--- src/rtl/cnt_flag_gen.sv ---
// ============================================================================
// Module      : cnt_flag_gen
// Description : Parametrised up/down event counter with terminal/zero level
//               flags, a one-cycle terminal pulse and a saturating
//               wrap-event counter. Optional build macro CNT_PRESCALE_EN
//               inserts a divide-by-PRE_DIV prescaler on the step request.
// Revision    : 1.0 - initial release
// ============================================================================
`default_nettype none

module cnt_flag_gen #(
  parameter int CNT_W   = 8,
  parameter int CNT_MAX = 100,
  parameter int WRAP_W  = 8,
  parameter int PRE_DIV = 4
) (
  input  logic              sys_clk,
  input  logic              sys_rst,
  input  logic              cnt_en,
  input  logic              cnt_clr,
  input  logic              load_en,
  input  logic [CNT_W-1:0]  load_val,
  input  logic              dir_down,
  input  logic              mode_wrap,
  output logic [CNT_W-1:0]  cnt,
  output logic              po_flag,
  output logic              po_zero,
  output logic              po_pulse,
  output logic [WRAP_W-1:0] wrap_cnt
);

  // Terminal value in counter width; also the reload value on a down-wrap.
  localparam logic [CNT_W-1:0] c_cnt_max    = CNT_W'(CNT_MAX);
  // Value one below terminal: an up-step from here lands on terminal.
  localparam logic [CNT_W-1:0] c_cnt_max_m1 = CNT_W'(CNT_MAX - 1);
  // Value one above zero: a down-step from here lands on zero.
  localparam logic [CNT_W-1:0] c_cnt_one    = CNT_W'(1);

`ifdef CNT_PRESCALE_EN
  // A ratio below 2 would be meaningless; treat it as "no prescaling".
  localparam bit c_pre_on = (PRE_DIV >= 2);
`else
  // Prescaler compiled out; PRE_DIV has no effect in this build.
  localparam bit c_pre_on = 1'b0 && (PRE_DIV >= 2);
`endif

  logic [CNT_W-1:0]  r_cnt;
  logic              r_pulse;
  logic [WRAP_W-1:0] r_wrap;

  logic              w_step;        // a counter step happens this cycle
  logic [CNT_W-1:0]  w_step_cnt;    // count value after a step
  logic              w_step_wrap;   // the step is a wrap event
  logic              w_step_pulse;  // the step lands on the terminal value
  logic [CNT_W-1:0]  w_load_cnt;    // load value clamped to the terminal

  // --------------------------------------------------------------------------
  // Step qualification
  // --------------------------------------------------------------------------
  generate
    if (c_pre_on) begin : g_prescale
      localparam int               c_pre_w    = $clog2(PRE_DIV);
      localparam logic [c_pre_w-1:0] c_pre_last = c_pre_w'(PRE_DIV - 1);

      logic [c_pre_w-1:0] r_pre;

      // Prescaler advances on every cnt_en cycle and restarts on any
      // reset, clear or load so the next step is a full period away.
      always_ff @(posedge sys_clk) begin
        if (sys_rst || cnt_clr || load_en) begin
          r_pre <= '0;
        end else if (cnt_en) begin
          if (r_pre == c_pre_last) begin
            r_pre <= '0;
          end else begin
            r_pre <= r_pre + 1'b1;
          end
        end
      end

      // Only the request on which the prescaler rolls over becomes a step.
      assign w_step = cnt_en && (r_pre == c_pre_last);
    end else begin : g_direct
      // Every request is a step.
      assign w_step = cnt_en;
    end
  endgenerate

  // --------------------------------------------------------------------------
  // Next-value computation
  // --------------------------------------------------------------------------

  // Load values above the terminal are clamped so the count never exceeds it.
  assign w_load_cnt = (load_val > c_cnt_max) ? c_cnt_max : load_val;

  // Result of a step: the range check happens before the add/subtract, so
  // the arithmetic never overflows; holding at the terminal yields no pulse.
  always_comb begin
    w_step_cnt   = r_cnt;
    w_step_wrap  = 1'b0;
    w_step_pulse = 1'b0;
    if (!dir_down) begin
      if (r_cnt < c_cnt_max) begin
        w_step_cnt   = r_cnt + 1'b1;
        w_step_pulse = (r_cnt == c_cnt_max_m1);
      end else if (mode_wrap) begin
        // Up-wrap lands on zero, which is not the up terminal: no pulse.
        w_step_cnt  = '0;
        w_step_wrap = 1'b1;
      end
    end else begin
      if (r_cnt != '0) begin
        w_step_cnt   = r_cnt - 1'b1;
        w_step_pulse = (r_cnt == c_cnt_one);
      end else if (mode_wrap) begin
        // Down-wrap reloads the terminal, never zero (CNT_MAX >= 1): no pulse.
        w_step_cnt  = c_cnt_max;
        w_step_wrap = 1'b1;
      end
    end
  end

  // --------------------------------------------------------------------------
  // State registers
  // --------------------------------------------------------------------------

  // Count, pulse and wrap counter with priority reset > clear > load > step.
  always_ff @(posedge sys_clk) begin
    if (sys_rst) begin
      r_cnt   <= '0;
      r_pulse <= 1'b0;
      r_wrap  <= '0;
    end else if (cnt_clr) begin
      r_cnt   <= '0;
      r_pulse <= 1'b0;
    end else if (load_en) begin
      r_cnt   <= w_load_cnt;
      r_pulse <= 1'b0;
    end else if (w_step) begin
      r_cnt   <= w_step_cnt;
      r_pulse <= w_step_pulse;
      if (w_step_wrap && (r_wrap != {WRAP_W{1'b1}})) begin
        r_wrap <= r_wrap + 1'b1;
      end
    end else begin
      r_pulse <= 1'b0;
    end
  end

  // --------------------------------------------------------------------------
  // Outputs: level flags decode the count register directly.
  // --------------------------------------------------------------------------
  assign cnt      = r_cnt;
  assign po_flag  = (r_cnt == c_cnt_max);
  assign po_zero  = (r_cnt == '0);
  assign po_pulse = r_pulse;
  assign wrap_cnt = r_wrap;

endmodule

`default_nettype wire
--- config.mk ---
export PLATFORM = sky130hd
export DESIGN_NAME = cnt_flag_gen
export DESIGN_NICKNAME = d
export VERILOG_FILES = /design/src/rtl/cnt_flag_gen.sv
export SDC_FILE = /design/constraint.sdc
export NUM_CORES = 1
export LEC_CHECK = 0
export CAP_MARGIN = 20
export CORE_MARGIN = 2
export CORE_UTILIZATION = 49
export CTS_CLUSTER_SIZE = 8
export DETAILED_ROUTE_END_ITERATION = 16
export PLACE_DENSITY = 0.8
export REMOVE_ABC_BUFFERS = 1
export SETUP_SLACK_MARGIN = 0.4
export SYNTH_ARGS = -nofsm -noshare
export SYNTH_HDL_FRONTEND = slang
export SYNTH_SLANG_ARGS = --single-unit
export TNS_END_PERCENT = 20
--- constraint.sdc ---
create_clock -name sys_clk -period 3.6 [get_ports sys_clk]
set_input_delay 1.08 -clock sys_clk [delete_from_list [all_inputs] [get_ports sys_clk]]
set_output_delay 1.08 -clock sys_clk [all_outputs]
set_load 0.05 [all_outputs]
=== Word-level counts from Yosys, hierarchy flattened ===
Index checks and enable logic that the tools add are counted.
Widths: inputs -> output; s select.

* Muxes and demuxes: 15
* Reductions and logical operators: 9
* Equality and inequality tests: 5
* Order comparisons: 2
* Add/subtract/negate cells: 3
* Bitwise logic cells: 3

{| class="wikitable"
|+ Operators by type and width
! operator !! count
|-
| $mux 8 || 8
|-
| $add 8x1->8 const B || 2
|-
| $eq 8x7->1 const B || 2
|-
| $eq 8x1->1 const B || 1
|-
| $gt 8x7->1 const B || 1
|-
| $logic_not 8->1 || 1
|-
| $lt 8x7->1 const B || 1
|-
| $ne 8x8->1 const B || 1
|-
| $reduce_bool 8->1 || 1
|-
| $sub 8x1->8 const B || 1
|-
| $mux 1 || 7
|-
| $ne 4x2->1 const B || 1
|-
| $reduce_and 4->1 || 1
|-
| $reduce_bool 4->1 || 1
|-
| $reduce_or 4->1 || 1
|-
| $not 1->1 || 3
|-
| $reduce_and 3->1 || 1
|-
| $reduce_bool 2->1 || 1
|-
| $reduce_or 2->1 || 1
|-
| $logic_and 1x1->1 || 1
|}

* Output and inout bits: 19
* Word-level logic and storage cells: 40
* Flip-flop bits (word level): 17
* Bits of input ports: 15

=== Longest topological paths before layout ===
* Depth in word-level cells: 5
* Depth in mapped cells: 10
* Depth with buffers taken out: 7

=== Worst setup path before layout ===
No wires, ideal clock.

* Path type: register to output
* Start point: reg r_cnt[0] (netlist: cnt[0])
* End point: out po_flag
* Required time: 2.520 ns
* Arrival: 2.591 ns
* Buffers on the path: 1
* Setup slack: -0.071 ns
* Cell stages (with the launch flop): 6
* Path through: dfxtp_1 > clkbuf_1 > inv_1 > ha_1 > or3b_2 > nor3b_1

* Longest elaborated chain between the ends: 1

{| class="wikitable"
|+ RTL lines
! what !! line !! source
|-
| start, declared || 47 || <nowiki>logic [CNT_W-1:0] r_cnt;</nowiki>
|-
| start signal, assigned || 137 || <nowiki>r_cnt <= w_load_cnt;</nowiki>
|-
| start signal, assigned || 140 || <nowiki>r_cnt <= w_step_cnt;</nowiki>
|-
| $eq 8x7->1 || 154 || <nowiki>assign po_flag = (r_cnt == c_cnt_max);</nowiki>
|-
| end, declared || 26 || <nowiki>output logic po_flag,</nowiki>
|}

Every way passes these cells.

=== Final worst setup path ===
* Start point: reg r_cnt[1] (netlist: cnt[1])
* End point: out po_flag

Same word-level chain as after synthesis.

==> summary by stage <==
STA
Setup repair after global routing could not meet its margin everywhere. The shortest period the worst path allows is between 3 and 4 ns. The tightest hold margin is 0.560 ns.

Headroom to the max-slew limit came out at 60.6%. The slack of the critical path is 0.506 ns. Static timing analysis puts the maximum clock frequency at about 320 MHz. The slew at the pin closest to its max-slew limit is 0.588 ns.

The final number of hold-violating endpoints is 0. The count of final setup violators is 0. The clock skew after layout is 0.0147 ns. The number of slew-limit violations in the final report is 0. The portion of the clock cycle consumed by the worst path in the final layout is 85.9%. For the final routed database, the setup TNS stands at 0 ns.

Detailed routing
The number of vias after detailed routing is 1441. The initial detailed-routing violation count is 63. The number of iterations in the first detailed-routing pass is 4. For this run, design rule violations remaining after detail routing come to 0.

The total wirelength of the detailed-routed design is 3480 µm. Dividing the detail-routed via count by the number of cells gives 6.16. The count of antenna-violating nets left after detailed routing is 0. In the final routed layout, each cell accounts on average for ~15 µm.

Power and ir drop
Power spread over the standard cell area amounts to 286 nW/µm². After layout, the design draws a total of 0.494 mW. The leakage dissipation is 0.619 nW. The maximum VDD drop is 0.000221 V.

Synthesis
Of all flip-flops after synthesis, the portion carrying an async set or reset was 0%. The number of warnings printed during yosys synthesis is 0. The post-synthesis register bit count is 17. The portion of the post-synthesis area used by sequential elements is 25.2%. The synthesized netlist contains 46 unique library cells. The fraction of the mapped netlist area in adder cells is 4.63%. The netlist area before placement is 1350 µm². Each instance of the synthesized netlist takes up on average 7.81 µm². The synthesized netlist devotes 33.1% of its cell area to simple gates. Synthesis produced ~170 cells.

The synthesized netlist devotes 23.3% of its cell area to compound gates. The main combinational cell family by area after synthesis is simple AND/OR/NAND/NOR gates. For this run, the leading register cell type out of synthesis is sky130_fd_sc_hd__dfxtp_1. After synthesis, the share of cell area in mux cells is 3.15%. The synthesized design contains 0 enable-type register cells. After Yosys synthesis, XOR and XNOR cells account for 4.54% of the synthesized area.

Clock tree
Hold repair after CTS inserted 0 buffers. The post-CTS clock slew at the launch and capture registers of the worst setup and hold paths is 0.11 ns. The clock passes through at most 2 buffers.

The tree is rooted in a sky130_fd_sc_hd__clkbuf_4. Once the clock tree was built, the setup fixing pass inserted 0 buffers. TritonCTS created 3 clock buffers.

The clock reaches the later pin of the worst-skew pair after 0.31 ns. The clock sink count is 17. The level count of the clock H-tree is 1. The TritonCTS clock tree is built.

Worst setup path
The type of element capturing the critical path is an output pin. Walking the worst path, the cells encountered are inv_1 > ha_1 > or3b_2 > nor3b_1 > buf_4. The launch point of the worst path is cnt[1]. The worst setup path is of the flop to output pin kind. The endpoint arrival time on the critical path is 2.01 ns. The largest single stage delay on the critical path is between 0.4 and 0.5 ns. The slowest stage of the critical path is the sky130_fd_sc_hd__or3b_2 cell. STA classifies the critical path startpoint as a flop.

Data on the critical path is required at its endpoint by roughly 2.5 ns. The family of cells with the greatest summed delay on the critical path is simple AND/OR/NAND/NOR gates. The largest fanout on the critical path is 10. The count of buffer and inverter cells on the critical path is 2. The startpoint of the most critical register-to-register path is cnt[1].

Hold path
In this run the most critical hold path is launched from wrap_cnt[1]. The class of the most critical hold timing path is flop to flop.

Run status
The flow ran to the end, and the final reports show no timing, DRC or antenna violations.

Die
The die area is around 3200 µm². The region available for standard cell placement spans about 2700 µm². In this run the core area contains 19 standard-cell rows. The initial utilization of the core area, before any placement, comes to 50.3%. The I/O pin count is 34. The chip width is ~57 µm.

The y dimension of the die is 56.5 µm.

Global routing
Entering global routing, the biggest net connects 15 pins. The via count of the first global-routing pass is 1296. The first global-routing pass estimated 5640 µm of wire.

The total overflow reported by the global router is 0. The number of antenna violations at the first check in global routing is 0. Across every metal layer, demand over resource in global routing totals 22.0%.

Cells and area
The library cell used most frequently in the layout, excluding fill and tap cells, is sky130_fd_sc_hd__clkdlybuf4s50_1. The top cell types in the final layout, fill and taps aside, are 31 x sky130_fd_sc_hd__clkdlybuf4s50_1, 18 x sky130_fd_sc_hd__nor2_1, 17 x sky130_fd_sc_hd__dfxtp_1. The cell area after layout is around 1700 µm². The final layout contains 224 nets. The count of cells in the finished layout, fillers not included, comes to 234. The antenna diode instance count is 0. Cells with a size suffix above 1 make up 11.3% of the layout. The utilization after layout is between 60% and 70%.

The layout overhead on the synthesized area is 27.9%.

Placement
The quantity of I/O buffers inserted on ports is 33. The instance area after placement is 1700 µm². Routability-driven placement finished with a final weighted congestion of 0.864.

The half-perimeter wire length after detailed placement is 2620 µm. The cell total after placement is between 200 and 250. Timing analysis after detailed placement gives a worst setup slack of 0.346 ns.

Run
The number of maximum-capacitance violations is 0.
[path summary, 6_finish.rpt]
check	slack, ns	cells past startpoint	end
max	0.51	5	po_flag
min	0.56	2	wrap_cnt[1]
max reg2reg	0.90	7	wrap_cnt[6]
min reg2reg	0.56	2	wrap_cnt[1]
[area by class of cell]
cell class                 count  area, µm²
fill                         235        958
multi-input combinational    138        928
timing repair buffer          40        375
sequential                    17        340
tap                           31       38.8
clock buffer                   3       22.5
inverter                       4       15.0
clock inverter                 1       7.51
[kinds of logic after synthesis]
family                     Yosys count
DFF                                 17
and+or+nand+nor                     77
xor gates and xnor gates             7
buffers and inverters               18
adders and majority gates            5
AOI/OAI and AO/OA                   45
muxes                                4
[sequential cells by signal (all words and copies together) (netlist names)]
signal,count
wrap_cnt,8
cnt,8
po_pulse,1
[power by group]
group	switching [mW]	total, mW	leakage (nW)	internal, mW
clock network	0.0659	0.108	0.0139	0.0425
logic	0.103	0.179	0.467	0.0764
registers	0.0131	0.207	0.138	0.194
total	0.181	0.494	0.619	0.312
[Yosys cell counts, types with 3 or more instances]
master | n | area, µm²
sky130_fd_sc_hd__nor3_1 | 5 | 25.0
sky130_fd_sc_hd__o22ai_1 | 3 | 18.8
sky130_fd_sc_hd__dfxtp_1 | 17 | 340
sky130_fd_sc_hd__a31oi_1 | 3 | 18.8
sky130_fd_sc_hd__a21oi_1 | 10 | 50.1
sky130_fd_sc_hd__o21ai_0 | 8 | 40.0
sky130_fd_sc_hd__nand4_1 | 7 | 43.8
sky130_fd_sc_hd__o211ai_1 | 3 | 22.5
sky130_fd_sc_hd__ha_1 | 5 | 62.6
sky130_fd_sc_hd__nand2b_1 | 6 | 37.5
sky130_fd_sc_hd__nand3_1 | 6 | 30.0
sky130_fd_sc_hd__xnor2_1 | 5 | 43.8
sky130_fd_sc_hd__nand2_1 | 9 | 33.8
sky130_fd_sc_hd__nand4b_1 | 5 | 43.8
sky130_fd_sc_hd__nor2b_1 | 4 | 25.0
sky130_fd_sc_hd__nor4_1 | 3 | 18.8
sky130_fd_sc_hd__inv_1 | 4 | 15.0
sky130_fd_sc_hd__clkbuf_1 | 12 | 45.0
sky130_fd_sc_hd__nor2_1 | 18 | 67.6
[worst register-to-register path, cell delays in order (launching register included)]
cell	delay, ns
sky130_fd_sc_hd__dfxtp_1	0.44
sky130_fd_sc_hd__inv_1	0.16
sky130_fd_sc_hd__ha_1	0.18
sky130_fd_sc_hd__or4b_4	0.53
sky130_fd_sc_hd__o21a_4	0.25
sky130_fd_sc_hd__nor4_4	0.55
sky130_fd_sc_hd__nand4_1	0.19
sky130_fd_sc_hd__mux2_1	0.33
[timing repair]
item / 4_1_cts / 5_1_grt
setup endpoints to repair: 1 / 2
gates resized for setup: 3 / 2
gates cloned: 0 / 0
[layer usage]
| layer | global-route usage [%] | up-vias | wire length (µm) |
|---|---|---|---|
| met1 | 28.9 | 677 | 1560 |
| met5 | 0 | - | 0 |
| met2 | 35.4 | 49 | 1660 |
| met3 | 2.53 | 11 | 170 |
| li1 | - | 704 | - |
| met4 | 11.2 | 0 | 88 |
No activity file was read; power rests on OpenSTA's default activity.
